--- src/rtl/aes_round_ctrl_pkg.sv ---
// Shared types and constants for the AES round-sequencing controller.
// Holds state encodings, round-type select codes, key-length codes and the Nr lookup.
package aes_round_pkg;

  typedef enum logic [2:0] {
    ST_IDLE  = 3'd0,
    ST_INIT  = 3'd1,
    ST_ROUND = 3'd2,
    ST_FINAL = 3'd3,
    ST_DONE  = 3'd4
  } state_t;

  localparam logic [1:0] SEL_INIT  = 2'd0;
  localparam logic [1:0] SEL_FULL  = 2'd1;
  localparam logic [1:0] SEL_FINAL = 2'd2;
  localparam logic [1:0] SEL_NONE  = 2'd3;

  localparam logic [1:0] KEY_128  = 2'd0;
  localparam logic [1:0] KEY_192  = 2'd1;
  localparam logic [1:0] KEY_256  = 2'd2;
  localparam logic [1:0] KEY_RSVD = 2'd3;

  localparam logic [4:0] NR_RESET = 5'd10;

  // The reserved code maps to 14 here; it is refused separately by the caller.
  function automatic logic [4:0] nr_of(input logic [1:0] key_len);
    case (key_len)
      KEY_128: nr_of = 5'd10;
      KEY_192: nr_of = 5'd12;
      default: nr_of = 5'd14;
    endcase
  endfunction

endpackage

--- src/rtl/aes_round_ctrl_if.sv ---
// Handshake bundle between the round controller, key expansion and the round datapath.
interface aes_round_ctrl_if #(
  parameter int RIDX_W = 4
);

  logic [1:0]        key_len;
  logic              data_stable;
  logic              key_ready;
  logic [RIDX_W-1:0] round_index;
  logic [1:0]        round_type_sel;
  logic              busy;
  logic              finished;
  logic              cfg_err;
  logic              fsm_fault;

  modport master (
    output key_len, data_stable, key_ready,
    input  round_index, round_type_sel, busy, finished, cfg_err, fsm_fault
  );

  modport slave (
    input  key_len, data_stable, key_ready,
    output round_index, round_type_sel, busy, finished, cfg_err, fsm_fault
  );

endinterface

--- src/rtl/aes_round_ctrl_next.sv ---
// Combinational next-state / next-round-index function of the round sequencer.
// i_data_stable arrives already qualified by configuration legality and fault status.
module aes_round_ctrl_next
  import aes_round_pkg::*;
#(
  parameter int RIDX_W = 4
) (
  input  logic [2:0]        i_state,
  input  logic [RIDX_W-1:0] i_round_index,
  input  logic [RIDX_W-1:0] i_nr,
  input  logic              i_key_ready,
  input  logic              i_data_stable,
  output logic [2:0]        o_state_next,
  output logic [RIDX_W-1:0] o_round_index_next
);

  localparam logic [RIDX_W-1:0] ONE = RIDX_W'(1);

  // Dropping key_ready anywhere mid-operation falls through to the IDLE default.
  always_comb begin
    o_state_next       = ST_IDLE;
    o_round_index_next = '0;
    case (i_state)
      ST_IDLE: begin
        if (i_key_ready && i_data_stable) begin
          o_state_next = ST_INIT;
        end
      end
      ST_INIT: begin
        if (i_key_ready) begin
          o_state_next       = ST_ROUND;
          o_round_index_next = ONE;
        end
      end
      ST_ROUND: begin
        if (i_key_ready) begin
          if (i_round_index == i_nr - ONE) begin
            o_state_next       = ST_FINAL;
            o_round_index_next = i_nr;
          end else begin
            o_state_next       = ST_ROUND;
            o_round_index_next = i_round_index + ONE;
          end
        end
      end
      ST_FINAL: begin
        if (i_key_ready) begin
          o_state_next = ST_DONE;
        end
      end
      default: begin
        o_state_next       = ST_IDLE;
        o_round_index_next = '0;
      end
    endcase
  end

endmodule

--- src/rtl/aes_round_ctrl.sv ---
// AES round-sequencing controller: state/index registers, latched Nr, Moore output
// decode and an optional shadow next-state check with sticky integrity fault.
module aes_round_ctrl
  import aes_round_pkg::*;
#(
  parameter int MAX_ROUNDS = 14,
  parameter int RIDX_W     = 4,
  parameter int CHECK_EN   = 1
) (
  input logic             clk,
  input logic             rst,
  aes_round_ctrl_if.slave bus
);

  localparam logic [4:0] MAX_NR = 5'(MAX_ROUNDS);

  logic [2:0]        r_state;
  logic [RIDX_W-1:0] r_round_index;
  logic [RIDX_W-1:0] r_nr;
  logic              r_cfg_err;
  logic              r_fault;

  logic [4:0]        w_nr_req;
  logic              w_cfg_ok;
  logic              w_start_req;
  logic              w_go;
  logic              w_fault_det;
  logic              w_fault_any;
  logic [2:0]        w_state_next;
  logic [RIDX_W-1:0] w_round_index_next;

  assign w_nr_req    = nr_of(bus.key_len);
  assign w_cfg_ok    = (bus.key_len != KEY_RSVD) && (w_nr_req <= MAX_NR);
  assign w_start_req = (r_state == ST_IDLE) && bus.key_ready && bus.data_stable && !r_fault;
  assign w_go        = bus.data_stable && w_cfg_ok && !r_fault;
  assign w_fault_any = w_fault_det || r_fault;

  aes_round_ctrl_next #(.RIDX_W(RIDX_W)) u_next_main (
    .i_state            (r_state),
    .i_round_index      (r_round_index),
    .i_nr               (r_nr),
    .i_key_ready        (bus.key_ready),
    .i_data_stable      (w_go),
    .o_state_next       (w_state_next),
    .o_round_index_next (w_round_index_next)
  );

  always_ff @(posedge clk) begin
    if (rst) begin
      r_state       <= ST_IDLE;
      r_round_index <= '0;
      r_nr          <= RIDX_W'(NR_RESET);
      r_cfg_err     <= 1'b0;
      r_fault       <= 1'b0;
    end else begin
      r_cfg_err <= w_start_req && !w_cfg_ok;
      r_fault   <= w_fault_any;
      if (w_fault_any) begin
        r_state       <= ST_IDLE;
        r_round_index <= '0;
      end else begin
        r_state       <= w_state_next;
        r_round_index <= w_round_index_next;
      end
      if (w_start_req && w_cfg_ok) begin
        r_nr <= RIDX_W'(w_nr_req);
      end
    end
  end

  generate
    if (CHECK_EN != 0) begin : g_check
      logic [2:0]        r_shadow_state;
      logic [RIDX_W-1:0] r_shadow_index;
      logic [2:0]        w_shadow_state_next;
      logic [RIDX_W-1:0] w_shadow_index_next;
      logic              w_idx_bad;

      aes_round_ctrl_next #(.RIDX_W(RIDX_W)) u_next_shadow (
        .i_state            (r_state),
        .i_round_index      (r_round_index),
        .i_nr               (r_nr),
        .i_key_ready        (bus.key_ready),
        .i_data_stable      (w_go),
        .o_state_next       (w_shadow_state_next),
        .o_round_index_next (w_shadow_index_next)
      );

      always_ff @(posedge clk) begin
        if (rst || w_fault_any) begin
          r_shadow_state <= ST_IDLE;
          r_shadow_index <= '0;
        end else begin
          r_shadow_state <= w_shadow_state_next;
          r_shadow_index <= w_shadow_index_next;
        end
      end

      // Round index must be 1..Nr-1 in ROUND and zero in the non-round states.
      always_comb begin
        w_idx_bad = 1'b0;
        case (r_state)
          ST_ROUND: w_idx_bad = (r_round_index == '0) || (r_round_index >= r_nr);
          ST_IDLE, ST_INIT, ST_DONE: w_idx_bad = (r_round_index != '0);
          default: w_idx_bad = 1'b0;
        endcase
      end

      assign w_fault_det = (r_state != r_shadow_state)
                        || (r_round_index != r_shadow_index)
                        || (r_state > ST_DONE)
                        || w_idx_bad;
    end else begin : g_nocheck
      assign w_fault_det = 1'b0;
    end
  endgenerate

  always_comb begin
    bus.round_type_sel = SEL_NONE;
    case (r_state)
      ST_INIT:  bus.round_type_sel = SEL_INIT;
      ST_ROUND: bus.round_type_sel = SEL_FULL;
      ST_FINAL: bus.round_type_sel = SEL_FINAL;
      default:  bus.round_type_sel = SEL_NONE;
    endcase
  end

  assign bus.round_index = r_round_index;
  assign bus.busy        = (r_state == ST_INIT) || (r_state == ST_ROUND) || (r_state == ST_FINAL);
  assign bus.finished    = (r_state == ST_DONE);
  assign bus.cfg_err     = r_cfg_err;
  assign bus.fsm_fault   = r_fault;

endmodule

--- src/flat_wrapper.sv ---
// flat-port wrapper written by rule: the top's interface ports become plain ports
module aes_round_ctrl_flat import aes_round_pkg::*;
#(
  parameter int MAX_ROUNDS = 14,
  parameter int RIDX_W     = 4,
  parameter int CHECK_EN   = 1
)
  (clk, rst, bus_key_len, bus_data_stable, bus_key_ready, bus_round_index, bus_round_type_sel, bus_busy, bus_finished, bus_cfg_err, bus_fsm_fault);
  aes_round_ctrl_if #(.RIDX_W(RIDX_W)) bus_i ();
  input logic clk;
  input logic rst;
  input wire logic [$bits(bus_i.key_len)-1:0] bus_key_len;
  input wire logic [$bits(bus_i.data_stable)-1:0] bus_data_stable;
  input wire logic [$bits(bus_i.key_ready)-1:0] bus_key_ready;
  output wire logic [$bits(bus_i.round_index)-1:0] bus_round_index;
  output wire logic [$bits(bus_i.round_type_sel)-1:0] bus_round_type_sel;
  output wire logic [$bits(bus_i.busy)-1:0] bus_busy;
  output wire logic [$bits(bus_i.finished)-1:0] bus_finished;
  output wire logic [$bits(bus_i.cfg_err)-1:0] bus_cfg_err;
  output wire logic [$bits(bus_i.fsm_fault)-1:0] bus_fsm_fault;
  assign bus_i.key_len = bus_key_len;
  assign bus_i.data_stable = bus_data_stable;
  assign bus_i.key_ready = bus_key_ready;
  assign bus_round_index = bus_i.round_index;
  assign bus_round_type_sel = bus_i.round_type_sel;
  assign bus_busy = bus_i.busy;
  assign bus_finished = bus_i.finished;
  assign bus_cfg_err = bus_i.cfg_err;
  assign bus_fsm_fault = bus_i.fsm_fault;
  aes_round_ctrl #(.MAX_ROUNDS(MAX_ROUNDS), .RIDX_W(RIDX_W), .CHECK_EN(CHECK_EN)) u_core (.clk(clk), .rst(rst), .bus(bus_i));
endmodule
--- config.mk ---
export PLATFORM = sky130hd
export DESIGN_NAME = aes_round_ctrl_flat
export DESIGN_NICKNAME = d
export VERILOG_FILES = /design/src/rtl/aes_round_ctrl_pkg.sv /design/src/rtl/aes_round_ctrl_if.sv /design/src/rtl/aes_round_ctrl_next.sv /design/src/rtl/aes_round_ctrl.sv /design/src/flat_wrapper.sv
export SDC_FILE = /design/constraint.sdc
export NUM_CORES = 1
export LEC_CHECK = 0
export BUFFER_PORTS_ARGS = -buffer_cell sky130_fd_sc_hd__buf_2
export CORE_AREA = 10 10 78 80
export CTS_BUF_LIST = sky130_fd_sc_hd__clkbuf_2
export CTS_CLUSTER_SIZE = 12
export DETAILED_ROUTE_END_ITERATION = 7
export DIE_AREA = 0 0 88 90
export GPL_TIMING_DRIVEN = 1
export PLACE_DENSITY_LB_ADDON = 0.12
export SKIP_LAST_GASP = 1
export SYNTH_ARGS = -nofsm -noshare
export SYNTH_HDL_FRONTEND = slang
export SYNTH_HIERARCHICAL = 1
export SYNTH_SLANG_ARGS = --single-unit
--- constraint.sdc ---
create_clock -name clk -period 3.2 [get_ports clk]
set_input_delay 0.64 -clock clk [delete_from_list [all_inputs] [get_ports clk]]
set_output_delay 0.64 -clock clk [all_outputs]
set_load 0.01 [all_outputs]
Yosys cells after proc, flatten, opt, wreduce, memory -nomap -nowiden
Cells that the tools add are included.
- register bits: 20
- output and inout port bits: 10
- multiplexer cells: 13
- reductions and logical operators: 25
- order comparisons: 3
- add/subtract/negate cells: 2
- eq/ne operators: 9
- operator list (operator ; number):
    $pmux 3 s4 ; 1
    $logic_and 1x1->1 ; 9
    $logic_or 1x1->1 ; 8
    $mux 4 ; 2
    $pmux 4 s2 ; 1
    $eq 3x2->1 const B ; 2
    $pmux 2 s3 ; 1
    $pmux 3 s2 ; 1
    $add 4x1->4 const B ; 1
    $eq 4x4->1 ; 1
    $ge 4x4->1 ; 1
    $le 4x4->1 const B ; 1
    $logic_not 4->1 ; 1
    $mux 2 ; 2
    $ne 4x4->1 ; 1
    $reduce_bool 4->1 ; 1
    $sub 4x1->4 const B ; 1
    $eq 3x1->1 const B ; 1
    $eq 3x3->1 const B ; 1
    $gt 3x3->1 const B ; 1
    $logic_not 3->1 ; 1
    $mux 1 ; 3
    $mux 3 ; 1
    $ne 3x3->1 ; 1
    other kinds (7) ; 8

Depth between registers and ports, before layout
- word-level depth: 9
- mapped depth: 7
- gate-level depth less buffers: 7

Modules after synthesis
Netlist, hierarchy kept.
- modules (own cells, without submodules) (module ; times used ; cells each ; area an instance (µm²)):
    aes_round_ctrl ; 1 ; 80 ; 820.8
    aes_round_ctrl_next (u_core.g_check.u_next_shadow) ; 1 ; 35 ; 270.3
    aes_round_ctrl_next (u_core.u_next_main) ; 1 ; 35 ; 251.5

Worst setup path after synthesis
No wires, ideal clock.
- path kind: reg-to-reg
- from: register u_core.r_round_index[1] (netlist: u_core/bus.round_index[1])
- to: register u_core.r_round_index[0] (netlist: u_core/bus.round_index[0])
- buffers on the path: 1
- data required time: 3.139 ns
- path slack: 1.335 ns
- arrival: 1.805 ns
- setup time: 0.061 ns
- stages on the path, launching flop included: 8
- period minus slack after synthesis: 1.865 ns
- cells stage by stage: dfxtp_1 inv_1 ha_1 nand2b_1 a21oi_1 o211ai_1 clkbuf_1 and4_1
- longest elaborated chain between the ends: 6
- elaborated cells on any way between the ends: 15
- those cells by class: order compare: 1; eq/ne: 2; mux: 4; reduce/logical: 8
- RTL lines (what ; line ; text):
    start: declaration ; aes_round_ctrl.sv:18 ; logic [RIDX_W-1:0] r_round_index;
    start signal: assignment ; aes_round_ctrl.sv:63 ; r_round_index <= w_round_index_next;
    $ge 4x4->1 (tied with other cells) ; aes_round_ctrl.sv:103 ; ST_ROUND: w_idx_bad = (r_round_index == '0) || (r_round_index >= r_nr);
    $logic_or 1x1->1 (on tied branches) ; aes_round_ctrl.sv:103, aes_round_ctrl.sv:110 ;
    $pmux 1 s2 or $logic_or 1x1->1 (tied branches) ; aes_round_ctrl.sv:102, aes_round_ctrl.sv:111 ;
    $logic_or 1x1->1 ; aes_round_ctrl.sv:112 ; || w_idx_bad;
    $logic_or 1x1->1 ; aes_round_ctrl.sv:36 ; assign w_fault_any = w_fault_det || r_fault;
    $reduce_or 2->1 (no source line) ; n/a ;
Parallel ways exist; a longest one is shown, timed or not.
A chain may end at the register's enable or synchronous reset.

Worst setup path in the final report
- from: register u_core.r_round_index[2] (netlist: u_core/bus.round_index[2])
- to: register u_core.g_check.r_shadow_index[1]
- longest elaborated chain between the ends: 6
- elaborated cells on any way between the ends: 15
- those cells by class: order compare: 1; eq/ne: 2; mux: 4; reduce/logical: 8
- RTL lines (what ; line ; text):
    $ge 4x4->1 (tied with other cells) ; aes_round_ctrl.sv:103 ;
    $logic_or 1x1->1 (on tied branches) ; aes_round_ctrl.sv:103, aes_round_ctrl.sv:110 ;
    $pmux 1 s2 or $logic_or 1x1->1 (tied branches) ; aes_round_ctrl.sv:102, aes_round_ctrl.sv:111 ;
    $logic_or 1x1->1 ; aes_round_ctrl.sv:112 ;
    $logic_or 1x1->1 ; aes_round_ctrl.sv:36 ;
    $logic_or 1x1->1 ; aes_round_ctrl.sv:90 ; if (rst || w_fault_any) begin
    end signal: assignment ; aes_round_ctrl.sv:95 ; r_shadow_index <= w_shadow_index_next;
    end: declaration ; aes_round_ctrl.sv:74 ; logic [RIDX_W-1:0] r_shadow_index;
Parallel ways exist; a longest one is shown, timed or not.

==> metrics.md <==
| Metric | Value |
|---|---|
| Run status | complete, no violations |
| Post-Syn Area | 1340 sq um |
| Peak VDD IR | 124 uV |
| Final nets | 188 |
| Grt ovf | 0 |
| Crit Reg-Reg Startpoint | u_core/bus.round_index[2]$_SDFF_PP0_ |
| Clock-pin slew of the registers on the worst-case setup and hold paths | 190 ps |
| Core Util, Final | 0.331 |
| Most common cell after layout, fill and taps aside | dfxtp_1 |
| Non-filler instance count after layout | 229 |
| Postcts setup bufs | 0 |
| Core area | 4600 sq um |
| Slew headroom | 0.529 |
| Fin crit share | 0.709 |
| DRC Markers | 0 |
| Vias in the first global route | 1,083 |
| Tot GR Track Use | 0.0849 |
| Ratio of cells with drive above 1 in the final layout | 0.194 |
| CTS tree | yes |
| Hold Violations, Final | 0 |
| Achievable clock frequency | 441 MHz |
| Root Driver | clkbuf_2 |
| CP max stage cell | dfxtp_1 |
| Die X | 88 um |
| Critical path arrival | 2520 ps |
| CP Cell Sequence | xor2_1, or4_4, nor4_4, and4_2 |
| DR iter-0 viols | 61 |
| Dpl hpwl | 2430 um |
| Placer congestion estimate | 0.713 |
| Sequential share of the synthesized area | 0.268 |
| WP data required | 3450 ps |
| CP max FO | 15 |
| Initial antenna violation count | 0 |
| Slowest stage delay, CP | 650 ps |
| Final setup fails | 0 |
| Boundary pin count | 16 |
| YS warnings | 6 |
| Clk_skew | 17.2 ps |
| P&R area growth vs syn | 13.4% |
| Flop-to-flop setup slack | 930 ps |
| WL/cell | 14.6 um |
| Synth cell types | 35 |
| Final worst slack | 932 ps |
| Setup tns final | 0 ps |
| Pleak | 0.687 nW |
| Hold Path Depth | 2 |
| Hold WC Path Type | in -> reg |
| Clock sink count | 18 |
| Inst Count DP | 225 |
| Synth Instances | 150 |
| Row count | 25 |
| Number of synthesized flops with an enable pin | 0 |
| Via-to-Cell Ratio | 4.77 |
| Clock Path Buffers | 2 |
| Average cell area after synthesis | 8.95 sq um |
| Total number of vias | 1,093 |
| Largest net degree at the start of global routing | 17 |
| First-pass GRT wire length | 5500 um |
| Unrepaired setup endpoints after global routing | false |
| First-pass DRT Iterations | 4 |
| Die span in y | 90 um |
| Fill cell count | 503 |
| Startpoint types | flop |
| Cts repair resizes | 0 |
| Hold Path Sink | u_core/bus.fsm_fault$_SDFF_PP0_ |
| Worst skew pair latency | 310 ps |
| Final wirelength | 3340 um |
| Hold Path Origin | rst |
| Worst Tran Pin Value | 701 ps |
| Hold_buf cts | 0 |
| H-tree depth | 1 |
| Most frequent cells in the layout | 18 x dfxtp_1, 15 x buf_2, 13 x nand2_1, 11 x and4_1 |
| Pwr dens | 316 nW/um^2 |
| Fin crit period | 2270 ps |
| WS Path Type | reg -> reg |
| Ant diodes | 0 |
| Worst r2r dst | u_core/g_check.r_shadow_index[1]$_SDFF_PP0_ |
| Post-place setup slack | 984 ps |
| Initial Util | 0.292 |
| Die area | 7920 sq um |
| Total chip power | 0.000482 W |
| CTS Buf Count | 3 |
| PortBufs | 15 |
| Worst setup EP type | flop |
| Post-route antenna net violation count | 0 |
| Ys flop type | dfxtp_1 |
| Worst reg-to-reg path cell count | 4 |
| Yosys reg bits | 18 |
| Slew Limit Fails | 0 |
| Post-synth ARST share | 0 |
| # Max-Cap Violations | 0 |
-- flip-flops by register name, summed over array words and instances, names as in the netlist --
| register | count |
|---|---|
| u_core/bus.cfg_err | 1 |
| u_core/bus.fsm_fault | 1 |
| u_core/bus.round_index | 4 |
| u_core/g_check.r_shadow_index | 4 |
| u_core/g_check.r_shadow_state | 3 |
| u_core/r_nr | 2 |
| u_core/r_state | 3 |
-- kinds of logic after synthesis --
group,after synthesis,share of synthesized area
other,2,0.00559
muxes,4,0.0298
DFF,18,0.268
AOI/OAI and AO/OA,17,0.0792
buffers and inverters,12,0.0447
xor gates and xnor gates,21,0.173
and+or+nand+nor,70,0.343
adders and majority gates,6,0.0559
-- where the power goes --
group / total (W) / internal, W / switching [W] / leakage (nW)
registers: 0.000246 / 0.000233 / 0.0000135 / 0.146
clock network: 0.000101 / 0.0000272 / 0.0000742 / 0.0140
logic: 0.000134 / 0.0000584 / 0.0000759 / 0.528
-- layout make-up --
type,instances,area (sq um),area share
repair buffers,18,97.6,0.0641
multi-input cells,128,952,0.625
flip-flops and latches,18,360,0.237
clock buffers,3,15.0,0.00986
clock inverters,1,3.75,0.00247
well taps,54,67.6,0.0444
inverters,7,26.3,0.0173
-- per-stage QoR --
stage                     instance area, sq um  hold slack (ps)
after global routing                      1520              470
after CTS                                 1520              473
after global placement                    1500              684
after detailed placement                  1500              697
final                                     1520              491
after floorplan                           1370              559
-- synth_stat cells, types with 2 or more instances --
library cell | instances | area share
dfxtp_1 | 18 | 0.27
nand2_1 | 13 | 0.036
and4_1 | 11 | 0.072
xnor2_1 | 10 | 0.065
nand2b_1 | 8 | 0.037
nor2_1 | 8 | 0.022
xor2_1 | 8 | 0.052
inv_1 | 7 | 0.020
nor3_1 | 7 | 0.026
ha_1 | 6 | 0.056
a21oi_1 | 5 | 0.019
and4_2 | 5 | 0.037
mux2i_1 | 4 | 0.030
nor2b_1 | 4 | 0.019
a31oi_1 | 3 | 0.014
clkbuf_1 | 3 | 0.0084
nand3_1 | 3 | 0.011
o21ai_0 | 3 | 0.011
a31o_1 | 2 | 0.013
buf_6 | 2 | 0.017
conb_1 | 2 | 0.0056
nand2_2 | 2 | 0.0093
nor3_2 | 2 | 0.015
o211ai_1 | 2 | 0.011
xor3_1 | 2 | 0.035
-- how the worst max path moves through the flow --
| stage | from | endpoint | slack, ps | cells after the start |
|---|---|---|---|---|
| global placement | u_core/bus.round_index[1]$_SDFF_PP0_ | u_core/r_state[0]$_SDFF_PP0_ | 1040 | 7 |
| finish | u_core/bus.round_index[2]$_SDFF_PP0_ | u_core/g_check.r_shadow_index[1]$_SDFF_PP0_ | 930 | 4 |
| global route | u_core/bus.round_index[2]$_SDFF_PP0_ | u_core/g_check.r_shadow_index[1]$_SDFF_PP0_ | 740 | 4 |
| floorplan | u_core/bus.round_index[1]$_SDFF_PP0_ | u_core/bus.round_index[0]$_SDFF_PP0_ | 1330 | 7 |
| CTS | u_core/bus.round_index[2]$_SDFF_PP0_ | u_core/g_check.r_shadow_index[2]$_SDFF_PP0_ | 910 | 4 |
| detailed placement | u_core/bus.round_index[2]$_SDFF_PP0_ | u_core/r_state[1]$_SDFF_PP0_ | 980 | 4 |
-- routing by layer --
layer | track usage | vias to the layer above | share of wire
li1 | - | 571 | -
met1 | 0.112 | 508 | 0.47
met2 | 0.137 | 14 | 0.49
met3 | 0.0235 | 0 | 0.041
met4 | 0.00798 | 0 | 0
met5 | 0 | - | 0
-- critical path: cells and delay by family, from the launching register on --
family        cells  cell delay (ps)
xor+xnor          1              140
flops             1              650
simple gates      3             1420
No activity file was read; power rests on OpenSTA's default activity.
